===== src/rtl/recon_pkg.sv =====
// Shared constants for the reconfiguration header path: byte counts, func codes,
// recon header field offsets, FSM state codes and a byte-enable helper.
package recon_pkg;

  localparam logic [15:0] RECON_MAGIC          = 16'hF0E1;
  localparam int unsigned ETH_IP_RMT_HDR_BYTES = 46;
  localparam int unsigned RECON_HDR_BYTES      = 10;
  localparam int unsigned HDR_TOTAL_BYTES      = 56;
  // Magic sits in prefix bytes 42..43.
  localparam int unsigned MAGIC_LSB            = 336;

  localparam logic [1:0] FUNC_WRITE    = 2'd0;
  localparam logic [1:0] FUNC_READ     = 2'd1;
  localparam logic [1:0] FUNC_READBACK = 2'd2;

  localparam int unsigned RH_FUNC_LSB  = 0;
  localparam int unsigned RH_RESP_BIT  = 2;
  localparam int unsigned RH_ADDR_LSB  = 3;
  localparam int unsigned RH_ADDR_BITS = 34;
  localparam int unsigned RH_ID_LSB    = 37;
  localparam int unsigned RH_LEN_LSB   = 45;

  localparam logic [2:0] StIdle    = 3'd0;
  localparam logic [2:0] StDesc    = 3'd1;
  localparam logic [2:0] StFirst   = 3'd2;
  localparam logic [2:0] StData    = 3'd3;
  localparam logic [2:0] StFlush   = 3'd4;
  localparam logic [2:0] StHdrOnly = 3'd5;

  // Low n bytes enabled, n in 0..64.
  function automatic logic [63:0] keep_mask(input logic [6:0] n);
    return (n >= 7'd64) ? '1 : ((64'd1 << n) - 64'd1);
  endfunction

endpackage


===== src/rtl/recon_readback_tx_if.sv =====
// AXI-stream bundle used for both the DMA read data input and the frame output.
interface recon_readback_tx_if #(
  parameter int unsigned DATA_WIDTH = 512,
  parameter int unsigned KEEP_WIDTH = DATA_WIDTH / 8
);
  logic [DATA_WIDTH-1:0] tdata;
  logic [KEEP_WIDTH-1:0] tkeep;
  logic                  tvalid;
  logic                  tlast;
  logic                  tready;

  modport master (output tdata, tkeep, tvalid, tlast, input tready);
  modport slave  (input tdata, tkeep, tvalid, tlast, output tready);
endinterface


===== src/rtl/recon_hdr_pack.sv =====
// Builds the 56-byte frame header: template prefix with magic overlaid, followed by
// the 10-byte readback recon header.
module recon_hdr_pack
  import recon_pkg::*;
(
  input  logic [ETH_IP_RMT_HDR_BYTES*8-1:0] hdr_template,
  input  logic [RH_ADDR_BITS-1:0]           addr,
  input  logic [7:0]                        id,
  input  logic [31:0]                       len,
  output logic [HDR_TOTAL_BYTES*8-1:0]      hdr
);

  logic [ETH_IP_RMT_HDR_BYTES*8-1:0] prefix;
  logic [RECON_HDR_BYTES*8-1:0]      rh;

  always_comb begin
    prefix                          = hdr_template;
    prefix[MAGIC_LSB +: 16]         = RECON_MAGIC;
    rh                              = '0;
    rh[RH_FUNC_LSB +: 2]            = FUNC_READBACK;
    rh[RH_RESP_BIT]                 = 1'b1;
    rh[RH_ADDR_LSB +: RH_ADDR_BITS] = addr;
    rh[RH_ID_LSB +: 8]              = id;
    rh[RH_LEN_LSB +: 32]            = len;
    hdr                             = {rh, prefix};
  end

endmodule


===== src/rtl/recon_readback_tx.sv =====
// Readback transmitter: one DMA read per request, payload shifted behind a 56-byte header.
// Optional RECON_TX_TLAST_CHECK_EN flags DMA tlast misplacement and drains surplus beats.
module recon_readback_tx
  import recon_pkg::*;
#(
  parameter int unsigned DATA_WIDTH         = 512,
  parameter int unsigned KEEP_WIDTH         = DATA_WIDTH / 8,
  parameter int unsigned ADDR_WIDTH         = 34,
  parameter int unsigned DMA_DESC_LEN_WIDTH = 20,
  parameter int unsigned DMA_DESC_TAG_WIDTH = 8,
  parameter int unsigned MAX_LEN            = 8192
) (
  input  logic                          clk,
  input  logic                          rst,
  input  logic                          req_valid,
  output logic                          req_ready,
  input  logic [ADDR_WIDTH-1:0]         req_addr,
  input  logic [31:0]                   req_len,
  input  logic [7:0]                    req_id,
  input  logic [367:0]                  hdr_template,
  output logic [ADDR_WIDTH-1:0]         m_axis_read_desc_addr,
  output logic [DMA_DESC_LEN_WIDTH-1:0] m_axis_read_desc_len,
  output logic [DMA_DESC_TAG_WIDTH-1:0] m_axis_read_desc_tag,
  output logic                          m_axis_read_desc_valid,
  input  logic                          m_axis_read_desc_ready,
  recon_readback_tx_if.slave            s_axis_rd,
  recon_readback_tx_if.master           m_axis,
  output logic                          busy,
  output logic                          err
);

  logic [2:0]                    state_q, state_d;
  logic [ADDR_WIDTH-1:0]         addr_q;
  logic [31:0]                   len_q;
  logic [7:0]                    id_q;
  logic [367:0]                  tmpl_q;
  logic [DMA_DESC_TAG_WIDTH-1:0] tag_q;
  logic                          desc_valid_q, err_q, tail_q;
  logic [7:0]                    beat_cnt_q;
  logic [HDR_TOTAL_BYTES*8-1:0]  prev_q, hdr;
  logic [DATA_WIDTH-1:0]         out_data_q;
  logic [KEEP_WIDTH-1:0]         out_keep_q;
  logic                          out_valid_q, out_last_q;

  logic        adv, in_stream, data_fire, frame_done, drain_active, last_beat;
  logic [14:0] len_rnd;
  logic [7:0]  n_in;
  logic [6:0]  rem;

  recon_hdr_pack u_hdr_pack (
    .hdr_template(tmpl_q),
    .addr        (addr_q),
    .id          (id_q),
    .len         (len_q),
    .hdr         (hdr)
  );

  assign len_rnd   = 15'(len_q[13:0]) + 15'd63;
  assign n_in      = 8'(len_rnd >> 6);
  assign rem       = (len_q[5:0] == 6'd0) ? 7'd64 : {1'b0, len_q[5:0]};
  assign last_beat = (beat_cnt_q == n_in - 8'd1);

  assign adv       = !out_valid_q || m_axis.tready;
  // Input is closed once the tlast beat is sitting in the output register.
  assign in_stream = ((state_q == StFirst) || (state_q == StData)) && !tail_q;
  assign data_fire = s_axis_rd.tvalid && in_stream && adv;

`ifdef RECON_TX_TLAST_CHECK_EN
  logic drain_q;
  assign s_axis_rd.tready = (in_stream && adv) || drain_q;
  assign drain_active     = drain_q && !(s_axis_rd.tvalid && s_axis_rd.tlast);
`else
  assign s_axis_rd.tready = in_stream && adv;
  assign drain_active     = 1'b0;
`endif

  assign frame_done = tail_q && adv && !drain_active;

  logic unused_in;
  assign unused_in = ^{s_axis_rd.tkeep, s_axis_rd.tlast};

  always_comb begin
    state_d = state_q;
    unique case (state_q)
      StIdle: begin
        if (req_valid && (req_len <= MAX_LEN)) begin
          state_d = (req_len == 32'd0) ? StHdrOnly : StDesc;
        end
      end
      StDesc:  if (m_axis_read_desc_ready) state_d = StFirst;
      StFirst, StData: begin
        if (data_fire) state_d = (last_beat && (rem > 7'd8)) ? StFlush : StData;
        if (frame_done) state_d = StIdle;
      end
      StFlush, StHdrOnly: if (frame_done) state_d = StIdle;
      default: state_d = StIdle;
    endcase
  end

  always_ff @(posedge clk) begin
    if (rst) begin
      state_q      <= StIdle;
      addr_q       <= '0;
      len_q        <= '0;
      id_q         <= '0;
      tmpl_q       <= '0;
      tag_q        <= '0;
      desc_valid_q <= 1'b0;
      err_q        <= 1'b0;
      tail_q       <= 1'b0;
      beat_cnt_q   <= '0;
      prev_q       <= '0;
      out_data_q   <= '0;
      out_keep_q   <= '0;
      out_valid_q  <= 1'b0;
      out_last_q   <= 1'b0;
`ifdef RECON_TX_TLAST_CHECK_EN
      drain_q      <= 1'b0;
`endif
    end else begin
      state_q <= state_d;
      err_q   <= 1'b0;
      if (m_axis.tready) out_valid_q <= 1'b0;
      unique case (state_q)
        StIdle: begin
          if (req_valid) begin
            addr_q     <= req_addr;
            len_q      <= req_len;
            id_q       <= req_id;
            tmpl_q     <= hdr_template;
            beat_cnt_q <= '0;
            if (req_len > MAX_LEN) err_q <= 1'b1;
            else if (req_len != 32'd0) desc_valid_q <= 1'b1;
          end
        end
        StDesc: begin
          if (m_axis_read_desc_ready) begin
            desc_valid_q <= 1'b0;
            tag_q        <= tag_q + 1'b1;
          end
        end
        StFirst, StData: begin
          if (data_fire) begin
            out_data_q  <= {s_axis_rd.tdata[63:0], (state_q == StFirst) ? hdr : prev_q};
            prev_q      <= s_axis_rd.tdata[DATA_WIDTH-1:64];
            out_valid_q <= 1'b1;
            beat_cnt_q  <= beat_cnt_q + 8'd1;
            out_keep_q  <= '1;
            out_last_q  <= 1'b0;
            if (last_beat && (rem <= 7'd8)) begin
              out_keep_q <= KEEP_WIDTH'(keep_mask(7'd56 + rem));
              out_last_q <= 1'b1;
              tail_q     <= 1'b1;
            end
          end
        end
        StFlush, StHdrOnly: begin
          if (adv && !tail_q) begin
            out_data_q  <= {64'd0, (state_q == StFlush) ? prev_q : hdr};
            out_keep_q  <= KEEP_WIDTH'(keep_mask((state_q == StFlush) ? rem - 7'd8 : 7'd56));
            out_last_q  <= 1'b1;
            out_valid_q <= 1'b1;
            tail_q      <= 1'b1;
          end
        end
        default: ;
      endcase
      if (frame_done) tail_q <= 1'b0;
`ifdef RECON_TX_TLAST_CHECK_EN
      if (data_fire) begin
        if (s_axis_rd.tlast != last_beat) err_q <= 1'b1;
        if (last_beat && !s_axis_rd.tlast) drain_q <= 1'b1;
      end
      if (drain_q && s_axis_rd.tvalid && s_axis_rd.tlast) drain_q <= 1'b0;
`endif
    end
  end

  assign req_ready              = (state_q == StIdle);
  assign busy                   = (state_q != StIdle);
  assign err                    = err_q;
  assign m_axis_read_desc_addr  = addr_q;
  assign m_axis_read_desc_len   = DMA_DESC_LEN_WIDTH'(len_q);
  assign m_axis_read_desc_tag   = tag_q;
  assign m_axis_read_desc_valid = desc_valid_q;
  assign m_axis.tdata           = out_data_q;
  assign m_axis.tkeep           = out_keep_q;
  assign m_axis.tvalid          = out_valid_q;
  assign m_axis.tlast           = out_last_q;

endmodule


===== src/flat_wrapper.sv =====
// flat-port wrapper written by rule: the top's interface ports become plain ports
module recon_readback_tx_flat import recon_pkg::*;
#(
  parameter int unsigned DATA_WIDTH         = 512,
  parameter int unsigned KEEP_WIDTH         = DATA_WIDTH / 8,
  parameter int unsigned ADDR_WIDTH         = 34,
  parameter int unsigned DMA_DESC_LEN_WIDTH = 20,
  parameter int unsigned DMA_DESC_TAG_WIDTH = 8,
  parameter int unsigned MAX_LEN            = 8192
)
  (clk, rst, req_valid, req_ready, req_addr, req_len, req_id, hdr_template, m_axis_read_desc_addr, m_axis_read_desc_len, m_axis_read_desc_tag, m_axis_read_desc_valid, m_axis_read_desc_ready, busy, err, s_axis_rd_tdata, s_axis_rd_tkeep, s_axis_rd_tvalid, s_axis_rd_tlast, s_axis_rd_tready, m_axis_tdata, m_axis_tkeep, m_axis_tvalid, m_axis_tlast, m_axis_tready);
  recon_readback_tx_if #(.DATA_WIDTH(DATA_WIDTH), .KEEP_WIDTH(KEEP_WIDTH)) s_axis_rd_i ();
  recon_readback_tx_if #(.DATA_WIDTH(DATA_WIDTH), .KEEP_WIDTH(KEEP_WIDTH)) m_axis_i ();
  input  logic clk;
  input  logic rst;
  input  logic req_valid;
  output logic req_ready;
  input  logic [ADDR_WIDTH-1:0] req_addr;
  input  logic [31:0] req_len;
  input  logic [7:0] req_id;
  input  logic [367:0] hdr_template;
  output logic [ADDR_WIDTH-1:0] m_axis_read_desc_addr;
  output logic [DMA_DESC_LEN_WIDTH-1:0] m_axis_read_desc_len;
  output logic [DMA_DESC_TAG_WIDTH-1:0] m_axis_read_desc_tag;
  output logic m_axis_read_desc_valid;
  input  logic m_axis_read_desc_ready;
  output logic busy;
  output logic err;
  input wire logic [$bits(s_axis_rd_i.tdata)-1:0] s_axis_rd_tdata;
  input wire logic [$bits(s_axis_rd_i.tkeep)-1:0] s_axis_rd_tkeep;
  input wire logic [$bits(s_axis_rd_i.tvalid)-1:0] s_axis_rd_tvalid;
  input wire logic [$bits(s_axis_rd_i.tlast)-1:0] s_axis_rd_tlast;
  output wire logic [$bits(s_axis_rd_i.tready)-1:0] s_axis_rd_tready;
  output wire logic [$bits(m_axis_i.tdata)-1:0] m_axis_tdata;
  output wire logic [$bits(m_axis_i.tkeep)-1:0] m_axis_tkeep;
  output wire logic [$bits(m_axis_i.tvalid)-1:0] m_axis_tvalid;
  output wire logic [$bits(m_axis_i.tlast)-1:0] m_axis_tlast;
  input wire logic [$bits(m_axis_i.tready)-1:0] m_axis_tready;
  assign s_axis_rd_i.tdata = s_axis_rd_tdata;
  assign s_axis_rd_i.tkeep = s_axis_rd_tkeep;
  assign s_axis_rd_i.tvalid = s_axis_rd_tvalid;
  assign s_axis_rd_i.tlast = s_axis_rd_tlast;
  assign s_axis_rd_tready = s_axis_rd_i.tready;
  assign m_axis_tdata = m_axis_i.tdata;
  assign m_axis_tkeep = m_axis_i.tkeep;
  assign m_axis_tvalid = m_axis_i.tvalid;
  assign m_axis_tlast = m_axis_i.tlast;
  assign m_axis_i.tready = m_axis_tready;
  recon_readback_tx #(.DATA_WIDTH(DATA_WIDTH), .KEEP_WIDTH(KEEP_WIDTH), .ADDR_WIDTH(ADDR_WIDTH), .DMA_DESC_LEN_WIDTH(DMA_DESC_LEN_WIDTH), .DMA_DESC_TAG_WIDTH(DMA_DESC_TAG_WIDTH), .MAX_LEN(MAX_LEN)) u_core (.clk(clk), .rst(rst), .req_valid(req_valid), .req_ready(req_ready), .req_addr(req_addr), .req_len(req_len), .req_id(req_id), .hdr_template(hdr_template), .m_axis_read_desc_addr(m_axis_read_desc_addr), .m_axis_read_desc_len(m_axis_read_desc_len), .m_axis_read_desc_tag(m_axis_read_desc_tag), .m_axis_read_desc_valid(m_axis_read_desc_valid), .m_axis_read_desc_ready(m_axis_read_desc_ready), .s_axis_rd(s_axis_rd_i), .m_axis(m_axis_i), .busy(busy), .err(err));
endmodule

===== config.mk =====
export PLATFORM = sky130hd
export DESIGN_NAME = recon_readback_tx_flat
export DESIGN_NICKNAME = d
export VERILOG_FILES = /design/src/rtl/recon_pkg.sv /design/src/rtl/recon_readback_tx_if.sv /design/src/rtl/recon_hdr_pack.sv /design/src/rtl/recon_readback_tx.sv /design/src/flat_wrapper.sv
export SDC_FILE = /design/constraint.sdc
export NUM_CORES = 2
export LEC_CHECK = 0
export ABC_AREA = 1
export ABC_CLOCK_PERIOD_IN_PS = 3760
export CAP_MARGIN = 20
export CORE_AREA = 2 2 659 661
export CTS_CLUSTER_DIAMETER = 80
export DETAILED_ROUTE_END_ITERATION = 12
export DIE_AREA = 0 0 661 663
export SYNTH_ARGS = -nofsm -noshare
export SYNTH_HDL_FRONTEND = slang
export SYNTH_SLANG_ARGS = --single-unit

===== constraint.sdc =====
create_clock -name clk -period 3.76 [get_ports clk]
set_clock_uncertainty 0.1 [all_clocks]
set_input_delay 0.752 -clock clk [delete_from_list [all_inputs] [get_ports clk]]
set_output_delay 0.752 -clock clk [all_outputs]
set_load 0.005 [all_outputs]

==> results.txt <==
----------------------------------------------------
[Status]
  Result of the run ... complete, no violations

[Global routing]
  Congestion Overflow GR ... 0
  Largest net degree at the start of global routing ... approximately 150
  Aggregate global-route resource usage ... roughly a fifth
  Number of antenna violations at the first check in global routing ... 416
  Via count of the first global-routing pass ... 60390
  Wire length of the first global-routing pass ... roughly 560 mm

[STA]
  Max_slew headroom ... between 10% and 20%
  Number of max-slew violations in the final report ... 0
  Tightest hold margin ... 0.1270 ns
  Setup Total Neg Slack ... 0 ns
  Part of the cycle the worst path needs ... between 90% and 100%
  Finish-stage setup viols ... 0
  Maximum clock frequency ... between 200 and 300 MHz
  Min Tclk post-route ... 3.567 ns
  Setup repair after global routing missed its margin ... no
  Final Hold Viols ... 0
  Slew at the pin closest to its max-slew limit ... about 1.2 ns
  Worst setup margin ... 0.1928 ns

[Min path]
  Worst hold path stage count ... 2
  Hold/Removal Path Class ... input port to register

[Floorplan]
  Y dimension of the die ... approximately 660 µm
  Standard-cell row count ... 242
  Initial core utilization ... 14.08%
  Horiz. Die Dim ... approximately 660 µm
  Core Box Area ... around 430000 µm²
  Num ports ... ~1700
  Total Die Area ... between 400000 and 500000 µm²

[Setup path]
  CP peak stage delay ... around 0.5 ns
  Library cell appearing most often on the critical path ... nand2_1
  Max Fanout on Critical Path ... 22
  Data required, critical path ... 4.41 ns
  Setup crit start kind ... register
  Crit path kind ... register to register
  Total stage count of the critical path ... 18
  Arrival time worst endpoint ... 4.22 ns
  Category of cells accounting for the largest share of critical-path delay ... simple AND/OR/NAND/NOR gates
  Worst reg2reg path depth ... 18
  Cell type of the slowest stage on the worst timing path ... nor2_1
  CP cell instances ... nand2_2 > nor2_4 > nand2_1 > buf_4 > nor2_1 > nand2_1 > nand2_2 > inv_1 > nand2_1 > nor2_2 > nand2_1 > nor2_4 > nand2_1 > inv_1 > nand3_1 > o21ai_1 > o21bai_1 > inv_1
  Buffering stage count on the worst path with inverters included ... 4
  Kind of capture point of the worst setup path ... register

[Clock network]
  Worst skew pair latency ... roughly 0.9 ns
  CTS tree ... built
  Number of hold buffers added after CTS ... 0
  Root buf cell ... clkbuf_16
  Maximum buffer depth of the clock tree ... 4
  Total clock buffers created by CTS ... ~190
  Clock transition at the register clock pins on the worst setup and hold paths after CTS ... approximately 0.06 ns
  CTS Sinks ... approximately 1500
  Depth of the CTS H-tree ... 4

[Logic synthesis]
  Ranking of synthesized cells by instance count ... 1474 x dfxtp_1, 1461 x o21ai_0, 1048 x nand2_1
  Most used flip-flop cell after synthesis ... dfxtp_1
  Per-instance average area after synthesis ... between 7 and 8 µm²
  Flop and latch count out of synthesis ... 1474
  Synth area leader ... dfxtp_1
  Top cells by area in the synthesized netlist ... dfxtp_1 49%, o21ai_0 12%, nand2_1 6.5%
  Warning count from the yosys run ... 0
  Count of flip-flops with a built-in enable after synthesis ... 0
  Cell with the most instances after synthesis ... dfxtp_1
  Seq/Total Area, Yosys ... around half
  Post-synth design cell area ... between 60000 and 70000 µm²
  Netlist cell types ... 55
  Number of instances in the synthesized netlist ... slightly above 8000
  Area share of the largest cell type after synthesis ... roughly 49%
  Async set or reset register ratio after synthesis ... 0%

[Detailed routing]
  First-iteration detailed-routing DRC count ... around 5700
  Aggregate routed wire length ... 434.9 mm
  Post-detailed-route wirelength per cell ... 27.90 µm
  WL met2 ... 194.9 mm
  Sum of met3 wire segment lengths after detailed routing ... about 48 mm
  Vias per Instance ... around 4.2
  Routed via count ... around 65000
  Final antenna-violating net count ... 0
  Wire length on met1 ... 162.0 mm
  Detailed-router iteration count before antenna repair ... 6
  DRC violations left ... 0
  Highest layer used for signal routing ... met5

[Flow run]
  Maximum capacitance violations ... 0

[Placement]
  # port buffers ... around 1600
  Estimated wirelength of the detail-placed design ... between 300 and 400 mm
  Worst setup slack before clock tree synthesis ... between 0.2 and 0.25 ns
  GP Congestion ... 0.9198

[Layout]
  Share of post-route cells with drive strength above 1 ... 7.203%
  Number of nets in the final layout ... about 11000
  Layout area overhead ... 49.38%

[Power and ir drop]
  Static Leak ... about 33 nW
  Power density over the cells ... approximately 450 nW/µm²
  Total power of the final layout ... between 40 and 50 mW
  IR Drop Worst-Case VDD ... about 0.00036 V

----------------------------------------------------
-- cells in the final DEF, fill, tap and decap left out, types with 19 or more instances in the layout --
master / n
clkdlybuf4s50_1: 1587
dfxtp_1: 1474
o21ai_0: 1461
nand2_1: 1044
nor2_1: 872
inv_1: 767
nand3_1: 526
a21oi_1: 458
a31oi_1: 340
buf_4: 219
clkbuf_16: 191
diode_2: 165
a22oi_1: 158
a311oi_1: 92
buf_12: 70
nand4_1: 45
clkbuf_8: 37
clkbuf_1: 35
nor3_1: 27
o21bai_1: 25
nor2_2: 24
clkinv_2: 24
nand2_2: 19
-- final timing paths --
path | from | endpoint | slack [ns]
max | u_core.state_q[2] | u_core.m_axis.tkeep[57] | 0.19
min | rst | u_core.m_axis.tdata[192] | 0.13
max reg2reg | u_core.state_q[2] | u_core.m_axis.tkeep[57] | 0.19
min reg2reg | u_core.tmpl_q[166] | u_core.m_axis.tdata[166] | 0.30
-- flip-flops by register name, summed over array words and instances, names as in the netlist, 8 cells and up --
name	cells
u_core.beat_cnt_q	8
u_core.m_axis.tkeep	64
u_core.id_q	8
u_core.m_axis.tdata	512
u_core.prev_q	448
u_core.len_q	32
u_core.tmpl_q	352
u_core.m_axis_read_desc_tag	8
u_core.m_axis_read_desc_addr	34
-- logic make-up (layout without fill, tap and decap cells) --
kind of cell | count (synthesis) | count (layout) | share of synthesized area (%)
AND/OR/NAND/NOR | 2614 | 2614 | 18.11
AO/OA/AOI/OAI | 2581 | 2581 | 23.37
buffers and inverters | 1500 | 3001 | 9.685
flip-flops | 1474 | 1474 | 48.51
XOR/XNOR | 12 | 12 | 0.1975
adder cells (fa/ha/maj) | 6 | 6 | 0.1234
other | 1 | 167 | 0.006164
-- report_power, final --
part / internal (mW) / switching [mW] / total, mW
logic: 2.08 / 2.89 / 4.97
clock network: 11.1 / 7.70 / 18.8
registers: 16.4 / 0.574 / 17.0
-- area by class of cell --
class	count	area (µm²)
well taps	5734	7174
flip-flops and latches	1474	29510
inverters	788	2995
fillers	48180	341200
clock inverters	73	908.4
repair buffers	1877	18950
clock buffers	263	5420
multi-input cells	5215	25510
diodes	165	412.9
-- routing by layer --
metal  vias to the layer above  global-route usage, %
met5                         -                      0
met4                       182                  11.56
met3                      1042                  8.620
met2                      2896                  29.89
met1                     30950                  20.78
li1                      30360                      -
-- through the flow --
step                      instance area (µm²)  util, %  instances
after global routing                    90690    20.99      15510
after CTS                               90460    20.94      15420
final                                   90870    21.03      15590
after detailed placement                84130    19.47      15090
after global placement                  84130    19.47      15090
after floorplan                         60840        -       8189
-- timing repair --
| action | 4_1_cts | 5_1_grt |
|---|---|---|
| buffers inserted | 0 | 0 |
| setup endpoints to repair | 2 | 0 |
| gates resized for setup | 1 | 0 |
(Power assumes the default switching activity.)
